--- config.mk ---
export PLATFORM = sky130hd
export DESIGN_NAME = ram_master
export DESIGN_NICKNAME = d
export VERILOG_FILES = /design/src/rtl/ram_master.sv
export SDC_FILE = /design/constraint.sdc
export NUM_CORES = 1
export LEC_CHECK = 0
export CORE_MARGIN = 5
export CORE_UTILIZATION = 45
export DETAILED_ROUTE_END_ITERATION = 7
export PLACE_DENSITY = 0.82
export SLEW_MARGIN = 20
export SYNTH_ARGS = -nofsm -noshare
export SYNTH_HDL_FRONTEND = slang
export SYNTH_SLANG_ARGS = --single-unit
--- constraint.sdc ---
create_clock -name clk -period 5.4 [get_ports clk]
set_input_delay 1.62 -clock clk [delete_from_list [all_inputs] [get_ports clk]]
set_output_delay 1.62 -clock clk [all_outputs]
set_load 0.01 [all_outputs]
--- src/rtl/ram_master.sv ---
// ram_master: turns valid/ready read/write commands into the ram select-strobe protocol.
// Each beat runs SETUP -> STROBE -> HOLD; reads may burst with wrapping addresses.
module ram_master #(
  parameter int word_size   = 20,
  parameter int word_amount = 30,
  localparam int AW = $clog2(word_amount) + 1
) (
  input  logic               clk,
  input  logic               rst,
  input  logic               cmd_valid,
  output logic               cmd_ready,
  input  logic               cmd_op,
  input  logic [AW-1:0]      cmd_addr,
  input  logic [7:0]         cmd_len,
  input  logic [word_size:0] cmd_wdata,
  output logic               rsp_valid,
  output logic [word_size:0] rsp_data,
  output logic               done,
  output logic               err,
  output logic               busy,
  output logic [AW-1:0]      mem_address,
  output logic               mem_select,
  output logic               mem_operation,
  output logic [word_size:0] mem_wdata,
  input  logic [word_size:0] mem_rdata
);

  localparam logic [AW-1:0] MAX_ADDR = AW'(word_amount);

  typedef enum logic [1:0] {
    S_IDLE,
    S_SETUP,
    S_STROBE,
    S_HOLD
  } state_t;

  state_t               r_state;
  logic [7:0]           r_beats;
  logic [AW-1:0]        r_mem_address;
  logic                 r_mem_select;
  logic                 r_mem_operation;
  logic [word_size:0]   r_mem_wdata;
  logic                 r_rsp_valid;
  logic [word_size:0]   r_rsp_data;
  logic                 r_done;
  logic                 r_err;
  logic                 r_busy;

  logic                 w_addr_bad;
  logic                 w_more_beats;
  logic [AW-1:0]        w_next_addr;

  assign w_addr_bad   = (cmd_addr > MAX_ADDR);
  assign w_more_beats = !r_mem_operation && (r_beats != 8'd0);
  assign w_next_addr  = (r_mem_address == MAX_ADDR) ? '0 : r_mem_address + AW'(1);

  // Ready is forced low while reset is held so the client only sees it after release.
  assign cmd_ready     = !rst && (r_state == S_IDLE);
  assign rsp_valid     = r_rsp_valid;
  assign rsp_data      = r_rsp_data;
  assign done          = r_done;
  assign err           = r_err;
  assign busy          = r_busy;
  assign mem_address   = r_mem_address;
  assign mem_select    = r_mem_select;
  assign mem_operation = r_mem_operation;
  assign mem_wdata     = r_mem_wdata;

  // NOTE: all state here uses non-blocking assignments so every register samples
  // pre-edge values; blocking updates would leak new values within the same edge.
  always_ff @(posedge clk or posedge rst) begin
    if (rst) begin
      r_state         <= S_IDLE;
      r_beats         <= '0;
      r_mem_address   <= '0;
      r_mem_select    <= 1'b0;
      r_mem_operation <= 1'b0;
      r_mem_wdata     <= '0;
      r_rsp_valid     <= 1'b0;
      r_rsp_data      <= '0;
      r_done          <= 1'b0;
      r_err           <= 1'b0;
      r_busy          <= 1'b0;
    end else begin
      r_rsp_valid <= 1'b0;
      r_done      <= 1'b0;
      r_err       <= 1'b0;
      case (r_state)
        S_IDLE: begin
          if (cmd_valid) begin
            if (w_addr_bad) begin
              r_done <= 1'b1;
              r_err  <= 1'b1;
            end else begin
              r_state         <= S_SETUP;
              r_busy          <= 1'b1;
              r_mem_address   <= cmd_addr;
              r_mem_operation <= cmd_op;
              r_mem_wdata     <= cmd_wdata;
              r_beats         <= cmd_op ? 8'd0 : cmd_len;
            end
          end
        end
        S_SETUP: begin
          r_state      <= S_STROBE;
          r_mem_select <= 1'b1;
        end
        S_STROBE: begin
          r_state      <= S_HOLD;
          r_mem_select <= 1'b0;
        end
        S_HOLD: begin
          if (!r_mem_operation) begin
            r_rsp_data  <= mem_rdata;
            r_rsp_valid <= 1'b1;
          end
          if (w_more_beats) begin
            r_state       <= S_SETUP;
            r_beats       <= r_beats - 8'd1;
            r_mem_address <= w_next_addr;
          end else begin
            r_state <= S_IDLE;
            r_busy  <= 1'b0;
            r_done  <= 1'b1;
          end
        end
        default: r_state <= S_IDLE;
      endcase
    end
  end

endmodule

==> summary.md, run 1 <==
| Metric | Value |
|---|---|
| Run status | `finished, final reports clean` |
| Die area | `0.00846 mm²` |
| Wire length of the first global-routing pass | `approximately 12 mm` |
| Worst slew margin relative to its limit | `0.396` |
| Yosys synthesis warning count | `0` |
| Final setup TNS | `0 ns` |
| Post-Synthesis Cell Area | `0.00302 mm²` |
| Post CTS Setup Buffer Count | `0` |
| ANT nets after route | `0` |
| Post-DR wirelength/cell | `~18 µm` |
| Leakage dissipation | `about 1.8 nW` |
| Power per Cell Area | `just over 600 mW/mm²` |
| Path type of the worst min-delay path | `reg2reg` |
| Number of register bits inferred by synthesis | `64` |
| Proportion of synthesized chip area in sequential cells | `0.530` |
| Final number of setup-violating endpoints | `0` |
| Number of resized instances in the post-cts repair step | `0` |
| Count of pins on the block boundary | `~120` |
| Critical-path cell with the highest stage delay | `clkdlybuf4s50_1` |
| Top FF cell, synth | `dfrtp_1` |
| Transition time at the pin with the least slew margin | `0.904 ns` |
| Gp weighted congestion | `a little over 0.8` |
| Drt pass-1 iters | `7` |
| CP Cell Sequence | `clkdlybuf4s50_1 > nor2b_1 > clkdlybuf4s50_1` |
| CTS hold repair buffers | `0` |
| Final Net Count | `426` |
| Average via count per standard cell | `about 5.5` |
| Area occupied by multi-input gates | `between 0.001 and 0.0015 mm²` |
| Count of vias placed by the detailed router | `between 2000 and 2500` |
| Number of unique standard cell types used by synthesis | `48` |
| Synth area leader | `dfrtp_1` |
| Post-route DRC | `0` |
| Area inside the core boundary | `about 0.0065 mm²` |
| Layout Utilization | `0.685` |
| Arrival time at the worst endpoint | `approximately 2.7 ns` |
| Proportion of synthesized flip-flops having asynchronous set or reset | `1.00` |
| Std-Cell Rows | `29` |
| Crit path time final | `roughly 4.4 ns` |
| Number of global-route vias before repair | `2399` |
| Maximum buffer depth of the clock tree | `2` |
| Input/output buffers | `between 100 and 150` |
| Leading cell types by total area after synthesis | `dfrtp_1 (53%), mux2_2 (17%), ha_1 (3.3%), o31ai_1 (1.7%), nand4_1 (1.7%)` |
| Fraction of synthesized cell area taken by the top area cell type | `0.530` |
| Leftover overflow at the end of global routing | `0` |
| Sequential cell area | `~0.0016 mm²` |
| Number of CTS-inserted buffers | `9` |
| CTS tree | `built` |
| Overall die height | `92.0 µm` |
| Max-slew violations | `0` |
| Synthesized instance count | `about 240` |
| Critical Path RT | `roughly 3.8 ns` |
| Setup repair after global routing missed its margin | `false` |
| Iter 0 DRT Violations | `approximately 130` |
| Dominant cell type by count on the critical path | `clkdlybuf4s50_1` |
| Worst IR Drop VDD | `about 340 µV` |
| Final critical-path share of the clock period | `0.807` |
| Width of the die | `~92 µm` |
| Filler cells | `480` |
| Detailed placement HPWL | `between 5 and 6 mm` |
| Final hold viol count | `0` |
| Fraction of layout instances using a drive strength above 1 | `0.207` |
| Crit path capture type | `output pin` |
| Synthesized Nets | `310` |
| Worst clock skew on the final layout | `0.0136 ns` |
| EDFF count, synth | `0` |
| Max frequency | `approximately 230 MHz` |
| Diodes inserted | `0` |
| Initial Utilization | `0.468` |
| Crit path launch type | `input pin` |
| Area delta synth->final | `46.3%` |
| Clock-pin slew of the registers on the worst-case setup and hold paths | `around 0.060 ns` |
| Most instantiated library cell after synthesis | `dfrtp_1` |
| Critical Path Fanout Max | `2` |
| Largest incremental delay on the critical path | `roughly 0.55 ns` |
| Antenna violations before repair | `0` |
| Final wirelength | `between 7 and 8 mm` |
| Cell at the root of the clock tree | `clkbuf_8` |
| All-Layer GR Usage | `0.186` |
| H-tree levels | `3` |
| Commonest cells post-synth | `dfrtp_1 (64), mux2_2 (45), nand2_1 (12), nor2_1 (10)` |
| Max-cap check violation count | `0` |
| Clock Latency Late Sink | `between 0.3 and 0.4 ns` |
| Pin count of the biggest net entering global routing | `43` |
| Sinks on Clock Net | `64` |
| Kind of critical path | `in2out` |
| Average cell area after synthesis | `~12 µm²` |
-- layout make-up --
type	count	area share
well taps	77	0.0218
clock buffers	10	0.0311
clock inverters	6	0.0150
inverters	9	0.00763
flip-flops and latches	64	0.362
repair buffers	115	0.260
multi-input cells	159	0.303
-- cell usage in the layout (no fill, tap or decap), types with 2 or more instances in the layout --
cell	count
clkdlybuf4s50_1	114
dfrtp_1	64
mux2_2	45
nand2_1	12
clkbuf_8	10
a21oi_1	9
inv_1	8
nor2_1	8
nand4_1	8
ha_1	8
o21ai_0	7
o31ai_1	7
nand3_1	6
nor3_1	4
o211ai_1	4
and3_1	3
o2bb2ai_1	3
mux2_4	3
clkinvlp_4	3
nor2_4	2
nand3_2	2
or3_1	2
o2111ai_1	2
-- worst paths after layout --
kind                             from            to  slack, ns  depth (start not counted)
min reg2reg                      busy          busy       0.51                          1
max in group asynchronous         rst  rsp_data[17]       2.72                          3
min                              busy          busy       0.51                          1
min in group asynchronous         rst  mem_wdata[7]       1.82                          2
max reg2reg                r_state[1]    r_state[0]       2.70                          5
max                               rst     cmd_ready       1.04                          3
-- power by group --
group	switching, mW	leakage, nW	internal (mW)
Clock	0.195	0.0949	0.226
Sequential	0.173	0.773	0.719
Combinational	0.609	0.969	0.764
Total	0.978	1.84	1.71
-- sequential cells by signal, summed over array words and instances (netlist names) --
signal         flops
r_state            2
busy               1
done               1
rsp_valid          1
r_beats            8
mem_wdata         21
mem_select         1
mem_address        6
mem_operation      1
rsp_data          21
err                1
-- cells by family (layout without fill, tap and decap cells) --
family | count (synthesis) | in the layout | synth area share
DFF | 64 | 64 | 0.530
adders and majority gates | 8 | 8 | 0.0331
muxes | 49 | 49 | 0.186
AOI/OAI and AO/OA | 44 | 44 | 0.108
and+or+nand+nor | 58 | 58 | 0.111
buffers and inverters | 19 | 140 | 0.0319
-- through the flow --
| step | setup slack (ns) | hold slack [ns] | instances | area [µm²] | power, mW |
|---|---|---|---|---|---|
| finish | 1.04 | 0.507 | 440 | 4430 | 2.69 |
| global route | 1.00 | 0.515 | 440 | 4430 | 2.85 |
| CTS | 1.03 | 0.504 | 440 | 4420 | 2.70 |
| detailed placement | 1.04 | 0.489 | 424 | 4210 | 2.27 |
| global placement | 1.06 | 0.482 | 424 | 4210 | 2.23 |
| floorplan | 1.98 | 0.515 | 242 | 3020 | 1.66 |
-- worst max-delay path: cells and delay by family --
family	cells	cell delay (ns)
buffers and inverters	2	0.98
and+or+nand+nor	1	0.13
-- metal layers --
layer | track usage | part of all wire
met1 | 0.235 | 0.42
met2 | 0.313 | 0.51
met3 | 0.0409 | 0.057
met4 | 0.0668 | 0.012
met5 | 0 | 0
(Power assumes the default switching activity.)
==> run 2: changes to the inputs <==
--- a/config.mk
+++ b/config.mk
@@ -6,9 +6,9 @@
 export NUM_CORES = 1
 export LEC_CHECK = 0
 export CORE_MARGIN = 5
-export CORE_UTILIZATION = 45
+export CORE_UTILIZATION = 40
 export DETAILED_ROUTE_END_ITERATION = 7
-export PLACE_DENSITY = 0.82
+export PLACE_DENSITY = 0.77
 export SLEW_MARGIN = 20
 export SYNTH_ARGS = -nofsm -noshare
 export SYNTH_HDL_FRONTEND = slang
==> constraint.sdc (replaced) <==
create_clock -name clk -period 3.7 [get_ports clk]
set_input_delay 1.11 -clock clk [delete_from_list [all_inputs] [get_ports clk]]
set_output_delay 1.11 -clock clk [all_outputs]
set_load 0.01 [all_outputs]
==> summary.md, run 2 (synthesized netlist as in run 1, its figures left out) <==
| Metric | Value |
|---|---|
| Final critical-path share of the clock period | `0.902` |
| Proportion of power drawn by combinational gates | `0.509` |
| Final wirelength | `approximately 7.7 mm` |
| Count of vias placed by the detailed router | `approximately 2400` |
| Top library cells by usage in the layout, fill and taps aside | `clkdlybuf4s50_1 (114), dfrtp_1 (64), mux2_2 (45)` |
| Drt pass-1 iters | `4` |
| Diodes inserted | `0` |
| Total power | `slightly below 4 mW` |
| Relative contribution of sequential cells to total power | `0.328` |
| Leftover overflow at the end of global routing | `0` |
| Clock-pin slew of the registers on the worst-case setup and hold paths | `about 0.070 ns` |
| Crit path time final | `3.34 ns` |
| H-tree levels | `3` |
| Number of resized instances in the post-cts repair step | `0` |
| Overall die height | `about 97 µm` |
| CTS tree | `built` |
| Area inside the core boundary | `~0.0073 mm²` |
| Clock Latency Late Sink | `between 0.3 and 0.4 ns` |
| ANT nets after route | `0` |
| Cell at the root of the clock tree | `clkbuf_8` |
| Width of the die | `around 97 µm` |
| Fraction of layout instances using a drive strength above 1 | `0.208` |
| Iter 0 DRT Violations | `60` |
| Number of CTS-inserted buffers | `9` |
| Kind of critical path | `in2out` |
| Run status | `finished, final reports clean` |
| Worst slew margin relative to its limit | `0.505` |
| Sinks on Clock Net | `between 60 and 70` |
| Maximum buffer depth of the clock tree | `2` |
| Wire length of the first global-routing pass | `about 13 mm` |
| Number of global-route vias before repair | `~2600` |
| Max-cap check violation count | `0` |
| Post CTS Setup Buffer Count | `0` |
| Worst IR Drop VDD | `between 400 and 500 µV` |
| Detailed placement HPWL | `around 5.7 mm` |
| Filler cells | `627` |
| Final Net Count | `~430` |
| Crit path launch type | `input pin` |
| Post-route insts no fill | `between 400 and 500` |
| Path type of the worst min-delay path | `reg2reg` |
| Die area | `0.00940 mm²` |
| Power per Cell Area | `around 900 mW/mm²` |
| Post-route DRC | `0` |
| Gp weighted congestion | `~0.86` |
| Clk network pwr share | `0.164` |
| Final setup TNS | `0 ns` |
| Cell-internal power | `2.55 mW` |
| Setup repair after global routing missed its margin | `false` |
| Max-slew violations | `0` |
| Switching Power | `1.39 mW` |
| Area delta synth->final | `48.1%` |
| Critical Path Fanout Max | `2` |
| Post-DR wirelength/cell | `between 15 and 20 µm` |
| Final hold viol count | `0` |
| All-Layer GR Usage | `0.164` |
| Most common cell after layout, fill and taps aside | `clkdlybuf4s50_1` |
| Average via count per standard cell | `roughly 5.2` |
| Antenna violations before repair | `0` |
| Final number of setup-violating endpoints | `0` |
| Initial Utilization | `0.415` |
| Crit path capture type | `output pin` |
| Worst clock skew on the final layout | `0.00912 ns` |
| Switching part of the total | `0.352` |
| Transition time at the pin with the least slew margin | `around 0.74 ns` |
| Input/output buffers | `114` |
| Count of pins on the block boundary | `approximately 120` |
| CTS hold repair buffers | `0` |
| Critical Path RT | `between 2 and 3 ns` |
| Pin count of the biggest net entering global routing | `37` |
| Arrival time at the worst endpoint | `between 2 and 2.5 ns` |
| Max frequency | `between 200 and 300 MHz` |
| Std-Cell Rows | `31` |
| Leakage dissipation | `1.87 nW` |
| Placed cells | `~450` |
[run 2: changes by cell type in the layout (fill, tap and decap cells not counted)]
cell | before | now
buf_4 | 1 | 2
clkbuf_1 | 0 | 1
inv_6 | 1 | 0
nor2_4 | 2 | 0
buf_12 | 0 | 1
bufinv_16 | 1 | 2
clkbuf_8 | 10 | 9
clkinvlp_4 | 3 | 0
nor2_2 | 0 | 2
clkinv_2 | 1 | 3
clkinv_4 | 0 | 1
[run 2: worst paths after layout]
kind | startpoint | depth (start not counted) | to | slack, ns
min in group asynchronous | rst | 2 | mem_wdata[11] | 1.21
setup / recovery | rst | 3 | cmd_ready | 0.36
setup reg to reg | r_state[1] | 5 | rsp_data[5] | 1.18
hold reg to reg | rsp_data[1] | 1 | rsp_data[1] | 0.51
max in group asynchronous | rst | 3 | mem_address[2] | 1.87
hold / removal | rsp_data[1] | 1 | rsp_data[1] | 0.51
[run 2: area by class of cell]
cell class                 instances  area, µm²  area share
clock buffer                      10        128      0.0285
clock inverter                     6       83.8      0.0187
inverter                           9       33.8     0.00754
multi-input combinational        159       1330       0.297
sequential                        64       1600       0.358
tap                               99        124      0.0277
timing repair buffer             117       1180       0.263
[run 2: stage by stage]
step | area, µm² | hold WS, ns | utilization | setup slack [ns]
5_1_grt | 4480 | 0.528 | 0.614 | 0.320
2_1_floorplan | 3020 | 0.515 | - | 0.992
4_1_cts | 4480 | 0.511 | 0.614 | 0.358
3_5_place_dp | 4270 | 0.490 | 0.585 | 0.348
3_3_place_gp | 4270 | 0.483 | 0.585 | 0.386
6_report | 4480 | 0.506 | 0.614 | 0.363
[run 2: power groups by stage]
stage               Sequential [mW]  Combinational, mW  Clock, mW
floorplan                      1.41               1.01          0
global placement               1.28               1.98          0
detailed placement             1.30               2.02          0
CTS                            1.29               2.03      0.662
global route                   1.34               2.17      0.699
finish                         1.29               2.00      0.644
[run 2: metal layers]
layer,GRT usage,vias to the layer above,part of all wire
met1,0.199,1165,0.42
met3,0.0525,9,0.073
met2,0.280,89,0.50
met5,0,-,0
li1,-,1135,-
met4,0.0432,0,0.0096
[run 2: critical path, stage by stage]
cell and delay (ns):
clkdlybuf4s50_1 0.43, nor2b_1 0.13, clkdlybuf4s50_1 0.55
==> run 3: changes to the inputs <==
--- a/config.mk
+++ b/config.mk
@@ -5,6 +5,7 @@
 export SDC_FILE = /design/constraint.sdc
 export NUM_CORES = 1
 export LEC_CHECK = 0
+export CORE_ASPECT_RATIO = 0.75
 export CORE_MARGIN = 5
 export CORE_UTILIZATION = 40
 export DETAILED_ROUTE_END_ITERATION = 7
==> summary.md, run 3 (synthesized netlist as in run 1, its figures left out) <==
| Metric | Value |
|---|---|
| Cell family with most CP delay | `buffers and inverters` |
| Sinks on Clock Net | `64` |
| Area delta synth->final | `46.9%` |
| H-tree levels | `3` |
| Leftover overflow at the end of global routing | `0` |
| Width of the die | `roughly 110 µm` |
| Switching Power | `around 1.4 mW` |
| All-Layer GR Usage | `0.167` |
| Relative contribution of sequential cells to total power | `0.337` |
| Worst IR Drop VDD | `around 370 µV` |
| Detailed placement HPWL | `around 5.7 mm` |
| Worst slew margin relative to its limit | `0.497` |
| Fraction of layout instances using a drive strength above 1 | `0.206` |
| Clock-pin slew of the registers on the worst-case setup and hold paths | `around 0.070 ns` |
| CTS hold repair buffers | `0` |
| Diodes inserted | `0` |
| Maximum buffer depth of the clock tree | `2` |
| Critical-path cell with the highest stage delay | `clkdlybuf4s50_1` |
| Arrival time at the worst endpoint | `around 2.2 ns` |
| Wire length of the first global-routing pass | `roughly 13 mm` |
| Critical Path Fanout Max | `2` |
| Path type of the worst min-delay path | `reg2reg` |
| Drt pass-1 iters | `4` |
| Worst clock skew on the final layout | `0.00770 ns` |
| Max-slew violations | `0` |
| Pin count of the biggest net entering global routing | `41` |
| Post CTS Setup Buffer Count | `0` |
| Average via count per standard cell | `between 5 and 6` |
| Most common cell after layout, fill and taps aside | `clkdlybuf4s50_1` |
| Clk network pwr share | `0.140` |
| ANT nets after route | `0` |
| Post-route DRC | `0` |
| Critical Path RT | `around 2.6 ns` |
| Worst-case hold slack | `around 0.5 ns` |
| Crit path capture type | `output pin` |
| Clock Latency Late Sink | `between 0.3 and 0.4 ns` |
| Initial Utilization | `0.411` |
| Count of vias placed by the detailed router | `around 2400` |
| Gp weighted congestion | `roughly 0.84` |
| Crit path launch type | `input pin` |
| Final critical-path share of the clock period | `0.895` |
| Iter 0 DRT Violations | `about 120` |
| Cell-internal power | `~2.4 mW` |
| Leakage dissipation | `1.84 nW` |
| Number of global-route vias before repair | `2425` |
| Final wirelength | `just under 8 mm` |
| Count of pins on the block boundary | `115` |
| Die area | `~0.0094 mm²` |
| Power per Cell Area | `approximately 860 mW/mm²` |
| Area inside the core boundary | `between 0.007 and 0.008 mm²` |
| Bufs and invs on worst path | `2` |
| Overall die height | `roughly 85 µm` |
| Top library cells by usage in the layout, fill and taps aside | `clkdlybuf4s50_1 (114), dfrtp_1 (64), mux2_2 (45)` |
| CTS tree | `built` |
| Cell at the root of the clock tree | `clkbuf_8` |
| Max frequency | `between 300 and 400 MHz` |
| Setup repair after global routing missed its margin | `false` |
| CP Cell Sequence | `clkdlybuf4s50_1 > nor2b_1 > clkdlybuf4s50_1` |
| Input/output buffers | `between 100 and 150` |
| Antenna violations before repair | `0` |
| Post-DR wirelength/cell | `~17 µm` |
| Kind of critical path | `in2out` |
| Final Net Count | `428` |
| Std-Cell Rows | `27` |
| Switching part of the total | `0.359` |
| Run status | `finished, final reports clean` |
| Dominant cell type by count on the critical path | `clkdlybuf4s50_1` |
| Crit path time final | `approximately 3.3 ns` |
| Final hold viol count | `0` |
| Largest incremental delay on the critical path | `roughly 0.54 ns` |
| Proportion of power drawn by combinational gates | `0.522` |
| Max-cap check violation count | `0` |
| Transition time at the pin with the least slew margin | `around 0.75 ns` |
| Final number of setup-violating endpoints | `0` |
| Final setup TNS | `0 ns` |
| Number of resized instances in the post-cts repair step | `0` |
| Number of CTS-inserted buffers | `9` |
run 3: cell count changes in the layout (fill, tap and decap cells not counted), sizes merged:
cell,before,now
clkinvlp,0,1
clkinv,4,2
bufinv,2,0
clkbuf,10,12
run 3: area by class of cell:
cell class / count / area (µm²)
Fill cell: 637 / 2920
Sequential cell: 64 / 1600
Multi-Input combinational cell: 159 / 1330
Timing Repair Buffer: 117 / 1180
Clock buffer: 12 / 155
Tap cell: 101 / 126
Inverter: 9 / 33.8
Clock inverter: 3 / 17.5
run 3: through the flow:
step	utilization	setup slack, ns	cell area (µm²)	power, mW	cells
after floorplan	-	0.992	3020	2.42	242
after global placement	0.580	0.381	4270	3.24	450
after detailed placement	0.580	0.401	4270	3.31	450
after CTS	0.603	0.384	4440	3.86	465
after global routing	0.603	0.333	4440	4.09	465
final	0.603	0.389	4440	3.82	465
run 3: power by group through the flow:
stage / Combinational, mW / Clock (mW) / Sequential [mW]
after global placement: 1.96 / 0 / 1.28
after CTS: 2.02 / 0.558 / 1.29
after floorplan: 1.01 / 0 / 1.41
final: 1.99 / 0.536 / 1.29
after global routing: 2.16 / 0.592 / 1.34
after detailed placement: 2.01 / 0 / 1.29
run 3: per-layer routing:
layer,routed length [µm],global-route usage,up-vias
met5,0,0,-
met4,36,0.0403,0
met3,591,0.0649,6
met2,3510,0.260,112
met1,3560,0.220,1160
li1,-,-,1142
run 3: path summary, 6_finish.rpt:
check                           depth (start not counted)     endpoint  slack [ns]        from
worst max-delay path                                    3    cmd_ready        0.39         rst
worst min-delay path                                    1         busy        0.50        busy
worst max register to register                          5  rsp_data[0]        1.16  r_state[1]
worst min register to register                          1         busy        0.50        busy
max in group asynchronous                               3  rsp_data[9]        1.90         rst
min in group asynchronous                               2         busy        1.18         rst
